## config.mk

```make
export PLATFORM = sky130hd
export DESIGN_NAME = dwt_tile_sequencer
export DESIGN_NICKNAME = d
export VERILOG_FILES = /design/src/rtl/dwt_pkg.sv /design/src/rtl/dwt_tile_buf.sv /design/src/rtl/dwt_tile_sequencer.sv
export SDC_FILE = /design/constraint.sdc
export NUM_CORES = 1
export LEC_CHECK = 0
export ABC_AREA = 1
export CORE_MARGIN = 2
export CORE_UTILIZATION = 55
export CTS_CLUSTER_DIAMETER = 80
export CTS_CLUSTER_SIZE = 14
export DETAILED_ROUTE_END_ITERATION = 16
export MAX_ROUTING_LAYER = met4
export PLACE_DENSITY_LB_ADDON = 0.08
export SYNTH_ARGS = -nofsm -noshare
export SYNTH_HDL_FRONTEND = slang
export SYNTH_SLANG_ARGS = --single-unit
```

## constraint.sdc

```tcl
create_clock -name clk -period 15.4 [get_ports clk]
set_clock_uncertainty 0.05 [all_clocks]
set_input_delay 4.62 -clock clk [delete_from_list [all_inputs] [get_ports clk]]
set_output_delay 4.62 -clock clk [all_outputs]
set_load 0.05 [all_outputs]
```

## src/rtl/dwt_pkg.sv

```systemverilog
// Shared definitions for the DWT tile sequencer: default geometry, FSM state
// encoding and a counter-width helper.
package dwt_pkg;

  localparam int PIX_W     = 8;
  localparam int ROW_PIX   = 8;
  localparam int ROW_W     = PIX_W * ROW_PIX;
  localparam int TILE_ROWS = 8;
  localparam int CORE_LAT  = 2;

  typedef enum logic [1:0] {
    LOAD  = 2'd0,
    ISSUE = 2'd1,
    WAIT  = 2'd2,
    DRAIN = 2'd3
  } seq_state_t;

  typedef logic [ROW_W-1:0] row_t;

  // Width of a counter spanning 0..range-1, never narrower than one bit.
  function automatic int cnt_w(input int range);
    return (range > 1) ? $clog2(range) : 1;
  endfunction

endpackage

```

## src/rtl/dwt_tile_buf.sv

```systemverilog
// Tile-sized row store with two write ports and two asynchronous read ports.
// Contents are not reset; the sequencer never reads a row before writing it.
module dwt_tile_buf #(
  parameter int DEPTH = 8,
  parameter int W     = 64,
  localparam int AW   = dwt_pkg::cnt_w(DEPTH)
) (
  input  logic          clk,
  input  logic          we0,
  input  logic [AW-1:0] wa0,
  input  logic [W-1:0]  wd0,
  input  logic          we1,
  input  logic [AW-1:0] wa1,
  input  logic [W-1:0]  wd1,
  input  logic [AW-1:0] ra0,
  output logic [W-1:0]  rd0,
  input  logic [AW-1:0] ra1,
  output logic [W-1:0]  rd1
);

  // Sized to the full address space so every address decodes to a real entry.
  logic [W-1:0] mem_r [1 << AW];

  // Row writes; port 1 is applied last and wins a same-address collision.
  always_ff @(posedge clk) begin
    if (we0) begin
      mem_r[wa0] <= wd0;
    end
    if (we1) begin
      mem_r[wa1] <= wd1;
    end
  end

  assign rd0 = mem_r[ra0];
  assign rd1 = mem_r[ra1];

endmodule

```

## src/rtl/dwt_tile_sequencer.sv

```systemverilog
// Buffers one tile, feeds row pairs to the external 2-D DWT core, captures the
// column outputs after a fixed latency and streams the transformed tile out.
module dwt_tile_sequencer #(
  parameter int PIX_W     = dwt_pkg::PIX_W,
  parameter int ROW_PIX   = dwt_pkg::ROW_PIX,
  parameter int TILE_ROWS = dwt_pkg::TILE_ROWS,
  parameter int CORE_LAT  = dwt_pkg::CORE_LAT,
  localparam int ROW_W    = PIX_W * ROW_PIX
) (
  input  logic             clk,
  input  logic             rst_n,
  input  logic             in_valid,
  output logic             in_ready,
  input  logic [ROW_W-1:0] in_row,
  output logic [ROW_W-1:0] core_px1,
  output logic [ROW_W-1:0] core_px2,
  output logic             core_start,
  input  logic [ROW_W-1:0] core_col1,
  input  logic [ROW_W-1:0] core_col2,
  output logic             out_valid,
  input  logic             out_ready,
  output logic [ROW_W-1:0] out_row,
  output logic             out_last,
  output logic             busy
);

  import dwt_pkg::*;

  localparam int RW  = cnt_w(TILE_ROWS);
  localparam int PCW = cnt_w(TILE_ROWS / 2);
  localparam int LCW = cnt_w(CORE_LAT);

  seq_state_t       state_r;
  logic [RW-1:0]    row_cnt_r;
  logic [RW-1:0]    out_cnt_r;
  logic [PCW-1:0]   pair_cnt_r;
  logic [LCW-1:0]   lat_cnt_r;
  logic             in_ready_r;
  logic             core_start_r;
  logic             out_valid_r;
  logic             out_last_r;
  logic             busy_r;
  logic [ROW_W-1:0] core_px1_r;
  logic [ROW_W-1:0] core_px2_r;
  logic [ROW_W-1:0] out_row_r;

  logic             in_fire_s;
  logic             out_fire_s;
  logic             lat_done_s;
  logic             last_in_s;
  logic             last_pair_s;
  logic             last_out_s;
  logic [PCW-1:0]   next_pair_s;
  logic [RW-1:0]    out_nxt_s;
  logic [RW-1:0]    ib_ra0_s;
  logic [RW-1:0]    ib_ra1_s;
  logic [RW-1:0]    rb_wa0_s;
  logic [RW-1:0]    rb_wa1_s;
  logic [ROW_W-1:0] ib_rd0_s;
  logic [ROW_W-1:0] ib_rd1_s;
  logic [ROW_W-1:0] rb_rd0_s;
  logic [ROW_W-1:0] rb_rd1_s;

  // Handshakes, terminal-count detects and buffer addressing.
  always_comb begin
    in_fire_s   = in_valid && in_ready_r;
    out_fire_s  = out_valid_r && out_ready;
    lat_done_s  = (state_r == WAIT) && (lat_cnt_r == LCW'(CORE_LAT - 1));
    last_in_s   = (row_cnt_r == RW'(TILE_ROWS - 1));
    last_pair_s = (pair_cnt_r == PCW'(TILE_ROWS / 2 - 1));
    last_out_s  = (out_cnt_r == RW'(TILE_ROWS - 1));
    out_nxt_s   = out_cnt_r + RW'(1);
    // The pair to present next: pair 0 when leaving LOAD, else the successor.
    if (state_r == WAIT) begin
      next_pair_s = pair_cnt_r + PCW'(1);
    end else begin
      next_pair_s = '0;
    end
    ib_ra0_s = RW'({next_pair_s, 1'b0});
    ib_ra1_s = RW'({next_pair_s, 1'b1});
    rb_wa0_s = RW'({pair_cnt_r, 1'b0});
    rb_wa1_s = RW'({pair_cnt_r, 1'b1});
  end

  dwt_tile_buf #(
    .DEPTH (TILE_ROWS),
    .W     (ROW_W)
  ) u_in_buf (
    .clk (clk),
    .we0 (in_fire_s),
    .wa0 (row_cnt_r),
    .wd0 (in_row),
    .we1 (1'b0),
    .wa1 ('0),
    .wd1 ('0),
    .ra0 (ib_ra0_s),
    .rd0 (ib_rd0_s),
    .ra1 (ib_ra1_s),
    .rd1 (ib_rd1_s)
  );

  // Port 0 reads ahead of the output pointer; port 1 is pinned to row 0.
  dwt_tile_buf #(
    .DEPTH (TILE_ROWS),
    .W     (ROW_W)
  ) u_res_buf (
    .clk (clk),
    .we0 (lat_done_s),
    .wa0 (rb_wa0_s),
    .wd0 (core_col1),
    .we1 (lat_done_s),
    .wa1 (rb_wa1_s),
    .wd1 (core_col2),
    .ra0 (out_nxt_s),
    .rd0 (rb_rd0_s),
    .ra1 ('0),
    .rd1 (rb_rd1_s)
  );

  // Sequencer FSM, counters and all registered outputs.
  always_ff @(posedge clk or negedge rst_n) begin
    if (!rst_n) begin
      state_r      <= LOAD;
      row_cnt_r    <= '0;
      out_cnt_r    <= '0;
      pair_cnt_r   <= '0;
      lat_cnt_r    <= '0;
      in_ready_r   <= 1'b0;
      core_start_r <= 1'b0;
      out_valid_r  <= 1'b0;
      out_last_r   <= 1'b0;
      busy_r       <= 1'b0;
      core_px1_r   <= '0;
      core_px2_r   <= '0;
      out_row_r    <= '0;
    end else begin
      core_start_r <= 1'b0;
      case (state_r)
        LOAD: begin
          in_ready_r <= 1'b1;
          if (in_fire_s) begin
            if (last_in_s) begin
              row_cnt_r    <= '0;
              in_ready_r   <= 1'b0;
              busy_r       <= 1'b1;
              core_start_r <= 1'b1;
              core_px1_r   <= ib_rd0_s;
              // A two-row tile writes its odd row on this very edge.
              core_px2_r   <= (TILE_ROWS == 2) ? in_row : ib_rd1_s;
              state_r      <= ISSUE;
            end else begin
              row_cnt_r <= row_cnt_r + RW'(1);
            end
          end
        end
        ISSUE: begin
          lat_cnt_r <= '0;
          state_r   <= WAIT;
        end
        WAIT: begin
          if (lat_done_s) begin
            lat_cnt_r <= '0;
            if (last_pair_s) begin
              pair_cnt_r  <= '0;
              out_valid_r <= 1'b1;
              out_last_r  <= 1'b0;
              // Row 0 is only being captured now when the tile is one pair.
              out_row_r   <= (TILE_ROWS == 2) ? core_col1 : rb_rd1_s;
              state_r     <= DRAIN;
            end else begin
              pair_cnt_r   <= next_pair_s;
              core_start_r <= 1'b1;
              core_px1_r   <= ib_rd0_s;
              core_px2_r   <= ib_rd1_s;
              state_r      <= ISSUE;
            end
          end else begin
            lat_cnt_r <= lat_cnt_r + LCW'(1);
          end
        end
        DRAIN: begin
          if (out_fire_s) begin
            if (last_out_s) begin
              out_cnt_r   <= '0;
              out_valid_r <= 1'b0;
              out_last_r  <= 1'b0;
              busy_r      <= 1'b0;
              in_ready_r  <= 1'b1;
              state_r     <= LOAD;
            end else begin
              out_cnt_r  <= out_nxt_s;
              out_row_r  <= rb_rd0_s;
              out_last_r <= (out_nxt_s == RW'(TILE_ROWS - 1));
            end
          end
        end
        default: begin
          state_r     <= LOAD;
          in_ready_r  <= 1'b0;
          out_valid_r <= 1'b0;
          busy_r      <= 1'b0;
        end
      endcase
    end
  end

  assign in_ready   = in_ready_r;
  assign core_px1   = core_px1_r;
  assign core_px2   = core_px2_r;
  assign core_start = core_start_r;
  assign out_valid  = out_valid_r;
  assign out_row    = out_row_r;
  assign out_last   = out_last_r;
  assign busy       = busy_r;

endmodule
```

==> Word level (Yosys, flattened, before mapping) <==
Memories as Yosys holds them, arrays and structs flattened.
Index checks and enable logic that the tools add are counted.
W data, S select, Z words.
{ "op_classes": {"n_addsub": 4, "eq_ne": 15, "mux": 55, "reduce_logical": 18} }
{ "ops": {"columns": ["operator", "count"], "rows": [
  ["$mux W64", 12],
  ["$pmux W64 S2", 3],
  ["$reduce_and A5 Y1", 5],
  ["$mux W1", 23],
  ["$mux W2", 8],
  ["$ne A2 B2 Y1 const B", 8],
  ["$pmux W1 S2", 6],
  ["$eq A3 B3 Y1 const B", 3],
  ["$pmux W2 S4", 1],
  ["$reduce_bool A2 Y1", 4],
  ["$add A3 B1 Y3 const B", 2],
  ["$eq A2 B2 Y1 const B", 3],
  ["$mux W3", 2],
  ["$reduce_and A2 Y1", 3],
  ["$reduce_and A4 Y1", 1],
  ["$logic_and A1 B1 Y1", 3],
  ["$reduce_and A3 Y1", 1],
  ["$add A2 B1 Y2 const B", 1],
  ["$eq A2 B1 Y1 const B", 1],
  ["$logic_not A2 Y1", 1],
  ["$add A1 B1 Y1 const B", 1]
]} }
{ "totals": {"reg_bits": 208, "mem_bits_rw": 1024, "output_inout_bits": 197, "word_cells": 107, "memories": 2} }
{ "mem_list": {"columns": ["memory", "depth", "width", "rd", "rd_clocked_by_memory_dff", "write_ports", "line", "rtl"], "rows": [
  ["u_in_buf.mem_r", 8, 64, 2, 0, 1, "dwt_tile_buf.sv:22", "logic [W-1:0] mem_r [1 << AW];"],
  ["u_res_buf.mem_r", 8, 64, 2, 0, 2, "dwt_tile_buf.sv:22", null]
]} }

==> Logic depth before layout (Yosys ltp) <==
Gate-level depths: netlist of run 1.
An unclocked memory read counts as a cell.
{ "depth": {"depth_word": 6, "ltp_mapped": 12, "ltp_nobuf": 10} }

==> Cells and area by module <==
Synthesis of run 1 repeated with hierarchy kept, for this count alone.
{ "hier_totals": {"hier_cells": 10576, "hier_area_um2": 75587.5} }
{ "modules_own_cells": {"columns": ["mod", "instances", "cells_per_inst", "area_each_um2", "seq_area_each_um2"], "rows": [
  ["dwt_tile_buf at u_in_buf", 1, 4702, 33315.7, 15374.7],
  ["dwt_tile_buf at u_res_buf", 1, 4702, 32827.7, 15374.7],
  ["dwt_tile_sequencer", 1, 1172, 9444.1, 5205.0]
]} }

==> Worst setup path before layout of run 1 <==
Ideal clock, no wire load.
{ "synth_path": {"kind": "input-to-reg", "startpoint": "input port in_valid", "endpoint": "memory u_in_buf.mem_r[0][0] (enable)", "setup_time_ns": 0.486, "arrival_time_ns": 7.574, "path_slack_ns": 7.290, "cell_stages": 4, "cell_sequence": "nand2_1 inv_1 nand2_1 nor2_1"} }
{ "synth_between": {"elab_chain_cells": 3} }
{ "synth_rtl": {"columns": ["item", "line", "rtl"], "rows": [
  ["start: declaration", "dwt_tile_sequencer.sv:12", "input logic in_valid,"],
  ["$logic_and A1 B1 Y1", "dwt_tile_sequencer.sv:66", "in_fire_s = in_valid && in_ready_r;"],
  ["$mux W1", "dwt_tile_buf.sv:26", "if (we0) begin"],
  ["$mux W1 (implied by the code)", "dwt_tile_buf.sv:27", "mem_r[wa0] <= wd0;"],
  ["end: declaration", "dwt_tile_buf.sv:22", null]
]} }
Every way passes these cells.

==> Worst setup path in the final report of run 1 <==
{ "layout_path": {"startpoint": "input port in_valid", "endpoint": "memory u_in_buf.mem_r[7][39] (enable)"} }
The elaborated chain is that of the path after synthesis.

==> out/results.txt, run 1 <==
CP max stage delay - 740 ps
Post-CTS Resized - 0
Clock Pin Slew Worst Setup and Hold Paths - 70 ps
Max-Cap Viols - 0
drt first pass iters - 6
Worst Path Max Fanout - 47
# setup viols final - 0
minimum clock period - 6790 ps
IO Port Bufs - 392
Buf/Inv on CP - 3
Die H - 303 um
most used cell, CP - nand2_1
DP Wirelength - 65.2 mm
H-tree lvl count - 3
Initial Util - 0.556
synth unique cells - 26
Row Count - 109
Gate Count Post-Synth - 4301
clk_lat worst skew - 660 ps
CTS tree - yes
fmax - 147 MHz
Root Driver - clkbuf_16
HP Class - flip-flop to flip-flop
1st-iter DRT viols - 3015
Top delay family on crit path - buffers and inverters
Max VDD drop - 96.3 uV
Die Wd - 303 um
CTS Buffer Depth - 3
synthesized area per cell - 11.5 um2
element type at the critical path end - flip-flop
CP max stage cell - buf_4
first-pass GRT wire length - 185 mm
run status - finished, final reports clean
initial antenna violation count - 28
final hold viol count - 0
crit path kind - primary input to flip-flop
most frequent cells in the layout - edfxtp_1, nand2_1, inv_1
drt drc - 0
top post-synthesis cells by area - edfxtp_1, dfrtp_1, nand2_1, nand3_1, o21ai_0
share of the yosys chip area belonging to registers - 0.730
hold-fix buffers at CTS - 0
# Post-CTS Setup Buffers - 0
CP arrival - 7010 ps
# IOs - 393
PwrDens - 107 nW/um2
vias per cell - 5.56
setup TNS - 0 ps
LEAKAGE - 22.5 nW
Yosys top cell area share - 0.624
RSZ-0062 raised after global routing - false
Total Routing Usage GR - 0.273
Final WS setup - 8610 ps
pre-CTS setup slack - 7980 ps
die area - 92000 um2
core area - 88600 um2
largest net degree at the start of global routing - 201
Slew @ Worst Pin - 1190 ps
# nets final - 4780
Via Count - 32500
worst-path cell chain - clkdlybuf4s50_1 > nand2_1 > inv_1 > nand2_1 > nor2_4 > buf_4
wire per inst - 21.0 um
CTS buffer count - 97
share of cells above drive strength 1 - 0.0376
Slew HR - 0.207
synthesized flop and latch total - 1232
Synth Net Count - 4511
drt total wl - 123 mm
synthesis-to-layout area growth - 15.6%
post-synth top area cell - edfxtp_1
Worst EP required - 15620 ps
vias in the first global route - 31200
grt ovf - 0
clock sinks - 1232
GPL Wtd Cong - 0.807
Ys Warns - 0
fin crit share - 0.441
crit path launch type - primary input
Synth Cell Area - 49300 um2
Detail Route Antenna Nets - 0
most common cell after layout, fill and taps aside - edfxtp_1
Slew Viols, Final - 0
==> Yosys cell counts <==
cell type     n
nand2_1     925
o21ai_0     385
clkbuf_1    173
dfrtp_1     208
buf_2        42
a21oi_1      65
nor3_1       65
nand3_2       1
nand2_2       1
nor2_2        1
nor2_4        2
a21oi_2       1
buf_4         8
ha_1         14
a32o_1        1
buf_1        24
nand3_1     387
nor2_1      403
o21a_1        1
clkbuf_2      1
o21ai_1      18
buf_6        12
inv_1       407
o22ai_1     128
inv_2         4
edfxtp_1   1024
==> registers in the layout (all words and copies together) (netlist names) <==
register / flops
out_valid: 1
u_res_buf.mem_r: 512
in_ready: 1
state_r: 2
lat_cnt_r: 1
out_cnt_r: 3
busy: 1
core_px1: 64
row_cnt_r: 3
out_last: 1
pair_cnt_r: 2
u_in_buf.mem_r: 512
out_row: 64
core_px2: 64
core_start: 1
==> worst paths after layout <==
check | slack (ps) | endpoint | depth (start not counted) | startpoint
setup / recovery | 8610 | u_in_buf.mem_r[7][39]$_DFFE_PP_ | 6 | in_valid
hold / removal | 460 | core_px1[22]$_DFFE_PN0P_ | 2 | core_px1[22]$_DFFE_PN0P_
setup reg to reg | 10690 | core_px2[60]$_DFFE_PN0P_ | 9 | pair_cnt_r[0]$_DFFE_PN0P_
hold reg to reg | 460 | core_px1[22]$_DFFE_PN0P_ | 2 | core_px1[22]$_DFFE_PN0P_
max in group asynchronous | 9940 | core_px1[39]$_DFFE_PN0P_ | 2 | rst_n
min in group asynchronous | 3900 | out_row[6]$_DFFE_PN0P_ | 1 | rst_n
==> per-layer routing <==
metal	track usage	wire length (um)	vias to the layer above	part of all wire
met5	-	0	-	0
met4	0.0844	2920	0	0.024
met3	0.0435	8810	188	0.072
met1	0.372	52300	16000	0.43
li1	-	-	15200	-
met2	0.428	58900	1152	0.48
==> worst reg2reg max path: stages, from the launching register on <==
cell	delay, ps
dfrtp_1	480
clkinv_2	770
ha_1	700
nand2_4	300
clkinv_2	630
buf_4	820
o21ai_0	280
o22ai_1	430
nand2_1	90
nand2_1	90
==> per-stage QoR <==
step           std cells  power [W]  instance area [um2]   util  hold slack [ps]
4_1_cts             5817    0.00611                56900  0.642              455
2_1_floorplan       4301    0.00370                49300      -              409
3_5_place_dp        5636    0.00379                54000  0.610              436
6_report            5847    0.00607                57000  0.642              457
5_1_grt             5842    0.00624                56900  0.642              484
3_3_place_gp        5636    0.00379                54000  0.610              425
==> cell families (layout without fill, tap and decap cells) <==
group | Yosys count | count (layout) | share of synthesized area
compound gates | 599 | 599 | 0.0643
other cells | 0 | 30 | 0
flops | 1232 | 1232 | 0.730
simple gates | 1785 | 1785 | 0.148
buf+inv | 671 | 1022 | 0.0546
fa+ha+maj | 14 | 14 | 0.00355
==> power by group <==
group          switching, W  leakage, nW  internal, W
Clock               0.00113         1.34      0.00121
Combinational     0.0000555         9.00    0.0000449
Sequential       0.00000218         12.1      0.00362
==> cell type report <==
| cell class | instances | area, um2 |
|---|---|---|
| clock buffer | 176 | 2770 |
| clock inverter | 5 | 72.6 |
| fill | 6877 | 31700 |
| antenna | 30 | 75.1 |
| timing repair buffer | 430 | 4250 |
| tap | 1165 | 1460 |
| multi-input combinational | 2398 | 10800 |
| inverter | 411 | 1560 |
| sequential | 1232 | 36000 |
Note: power is estimated with default switching activity, not from simulation.
==> run 2, diff against run 1 <==
clock period = 6.4 ns   (was 15.4 ns; I/O delays follow)
==> out/results.txt, run 2 (synthesis results as in run 1) <==
first-pass GRT wire length - 184 mm (-0.41%)
CP arrival - 4570 ps (-2440 ps)
Slew Viols, Final - 0 (unchanged)
footprint of the multi-input gates - 10800 um2 (about the same)
1st-iter DRT viols - 2750 (-8.8%)
drt drc - 0 (unchanged)
biggest regs - u_in_buf.mem_r: 512 flops, u_res_buf.mem_r: 512 flops
initial antenna violation count - 23 (-18%)
vias per cell - 5.54 (-0.42%)
setup TNS - 0 ps (unchanged)
Reg2Reg Launch Point - pair_cnt_r[0]$_DFFE_PN0P_
filler cell count - 6910 (+0.48%)
drt first pass iters - 6 (unchanged)
Die Wd - 303 um (unchanged)
fin crit share - 0.638
Initial Util - 0.556 (unchanged)
crit path kind - primary input to flip-flop
RSZ-0062 raised after global routing - false
Clock Pin Slew Worst Setup and Hold Paths - 70 ps (about the same)
Die H - 303 um (unchanged)
hold-fix buffers at CTS - 0 (unchanged)
# setup viols final - 0 (unchanged)
Post-CTS Resized - 0 (unchanged)
# IOs - 393 (unchanged)
clk_lat worst skew - 670 ps (about the same)
synthesis-to-layout area growth - 15.7%
GPL Wtd Cong - 0.811 (+0.52%)
Worst EP required - 6890 ps (-8730 ps)
# nets final - 4790 (+0.21%)
crit path to - state_r[1]$_DFFE_PN0P_
Row Count - 109 (unchanged)
fmax - 245 MHz
Root Driver - clkbuf_16
RR Endpoint - core_px1[59]$_DFFE_PN0P_
CTS buffer count - 97 (unchanged)
grt ovf - 0 (unchanged)
cell total after placement - 5646 (+0.18%)
most common cell after layout, fill and taps aside - edfxtp_1
PwrDens - 256 nW/um2 (+140%)
Slew HR - 0.204 (-0.00342)
FF-to-FF path depth - 9 (unchanged)
r2r setup slk - 2380 ps (-8310 ps)
Non-Filler Instances - 5848 (+0.017%)
clock sinks - 1232 (unchanged)
Via Count - 32400 (-0.41%)
most frequent cells in the layout - edfxtp_1, nand2_1, inv_1
largest net degree at the start of global routing - 170 (-15%)
Hold Slack - 457 ps (-0.183 ps)
Max-Cap Viols - 0 (unchanged)
DP Area - 54100 um2 (+0.20%)
minimum clock period - 4080 ps
Total Routing Usage GR - 0.272 (-0.00145)
final hold viol count - 0 (unchanged)
core area - 88600 um2 (unchanged)
Slew @ Worst Pin - 1190 ps (+5.13 ps)
vias in the first global route - 30900 (-0.87%)
HP Class - flip-flop to flip-flop
share of cells above drive strength 1 - 0.0397 (+0.00207)
crit path launch type - primary input
CTS Buffer Depth - 3 (unchanged)
Detail Route Antenna Nets - 0 (unchanged)
Worst Path Max Fanout - 75 (+60%)
H-tree lvl count - 3 (unchanged)
# Post-CTS Setup Buffers - 0 (unchanged)
wire per inst - 20.9 um (-0.70%)
run status - finished, final reports clean
drt total wl - 122 mm (-0.69%)
element type at the critical path end - flip-flop
LEAKAGE - 22.5 nW (+0.23%)
fin area - 57000 um2 (+0.15%)
Worst Setup SP - in_valid
DP Wirelength - 65.9 mm (+0.96%)
IO Port Bufs - 392 (unchanged)
die area - 92000 um2 (unchanged)
CTS tree - yes
register area - 36000 um2 (unchanged)
Max VDD drop - 213 uV (+120%)
run 2: changes by cell type in the layout (fill, tap and decap cells not counted):
cell,delta
clkinv_2,-1
inv_16,+1
clkbuf_1,-1
nand2_4,-1
buf_12,+3
inv_6,-1
diode_2,-8
inv_4,+1
clkinv_16,-1
nand2_2,+1
buf_4,+7
clkinv_8,+1
run 2: worst min path at each step:
stage / from / endpoint / slack [ps] / cells after the start
3_5_place_dp: out_last$_DFFE_PN0P_ / out_last$_DFFE_PN0P_ / 430 / 2
4_1_cts: out_last$_DFFE_PN0P_ / out_last$_DFFE_PN0P_ / 450 / 2
6_report: out_last$_DFFE_PN0P_ / out_last$_DFFE_PN0P_ / 460 / 2
2_1_floorplan: out_cnt_r[2]$_DFFE_PN0P_ / out_cnt_r[2]$_DFFE_PN0P_ / 410 / 2
5_1_grt: core_px1[15]$_DFFE_PN0P_ / core_px1[15]$_DFFE_PN0P_ / 480 / 2
3_3_place_gp: out_last$_DFFE_PN0P_ / out_last$_DFFE_PN0P_ / 430 / 2
run 2: critical path, cell delays in order:
cell and delay, ps:
clkdlybuf4s50_1 410, nand2_1 220, inv_1 150, a21oi_4 190
buf_4 540, buf_4 720, nor3_1 190, nand2_1 110
o21ai_0 80
run 2: per-stage QoR:
stage          setup slack (ps)  power (W)  utilization
2_1_floorplan              -792    0.00890            -
3_3_place_gp               1690    0.00913        0.611
3_5_place_dp               1650    0.00914        0.611
4_1_cts                    2320     0.0147        0.643
5_1_grt                    2090     0.0150        0.643
6_report                   2320     0.0146        0.643
run 2: layout make-up:
class / count / share of cell area
multi-input cells: 2398 / 0.189
inverters: 411 / 0.0274
clock buffers: 175 / 0.0484
clock inverters: 5 / 0.00123
flip-flops and latches: 1232 / 0.630
repair buffers: 440 / 0.0765
diodes: 22 / 0.000965
well taps: 1165 / 0.0256
run 2: report_power, final:
group | total [W] | internal (W) | leakage (nW) | switching (W)
combinational | 0.000245 | 0.000110 | 9.05 | 0.000135
clock | 0.00566 | 0.00292 | 1.34 | 0.00274
sequential | 0.00872 | 0.00871 | 12.1 | 0.00000618
run 2: metal layers:
metal	share of wire	track usage	vias to the layer above	routed length, um
met1	0.43	0.365	16000	52100
met4	0.026	0.0810	0	3230
met5	0	-	-	0
li1	-	-	15200	-
met3	0.065	0.0440	191	7940
met2	0.48	0.432	1012	58700
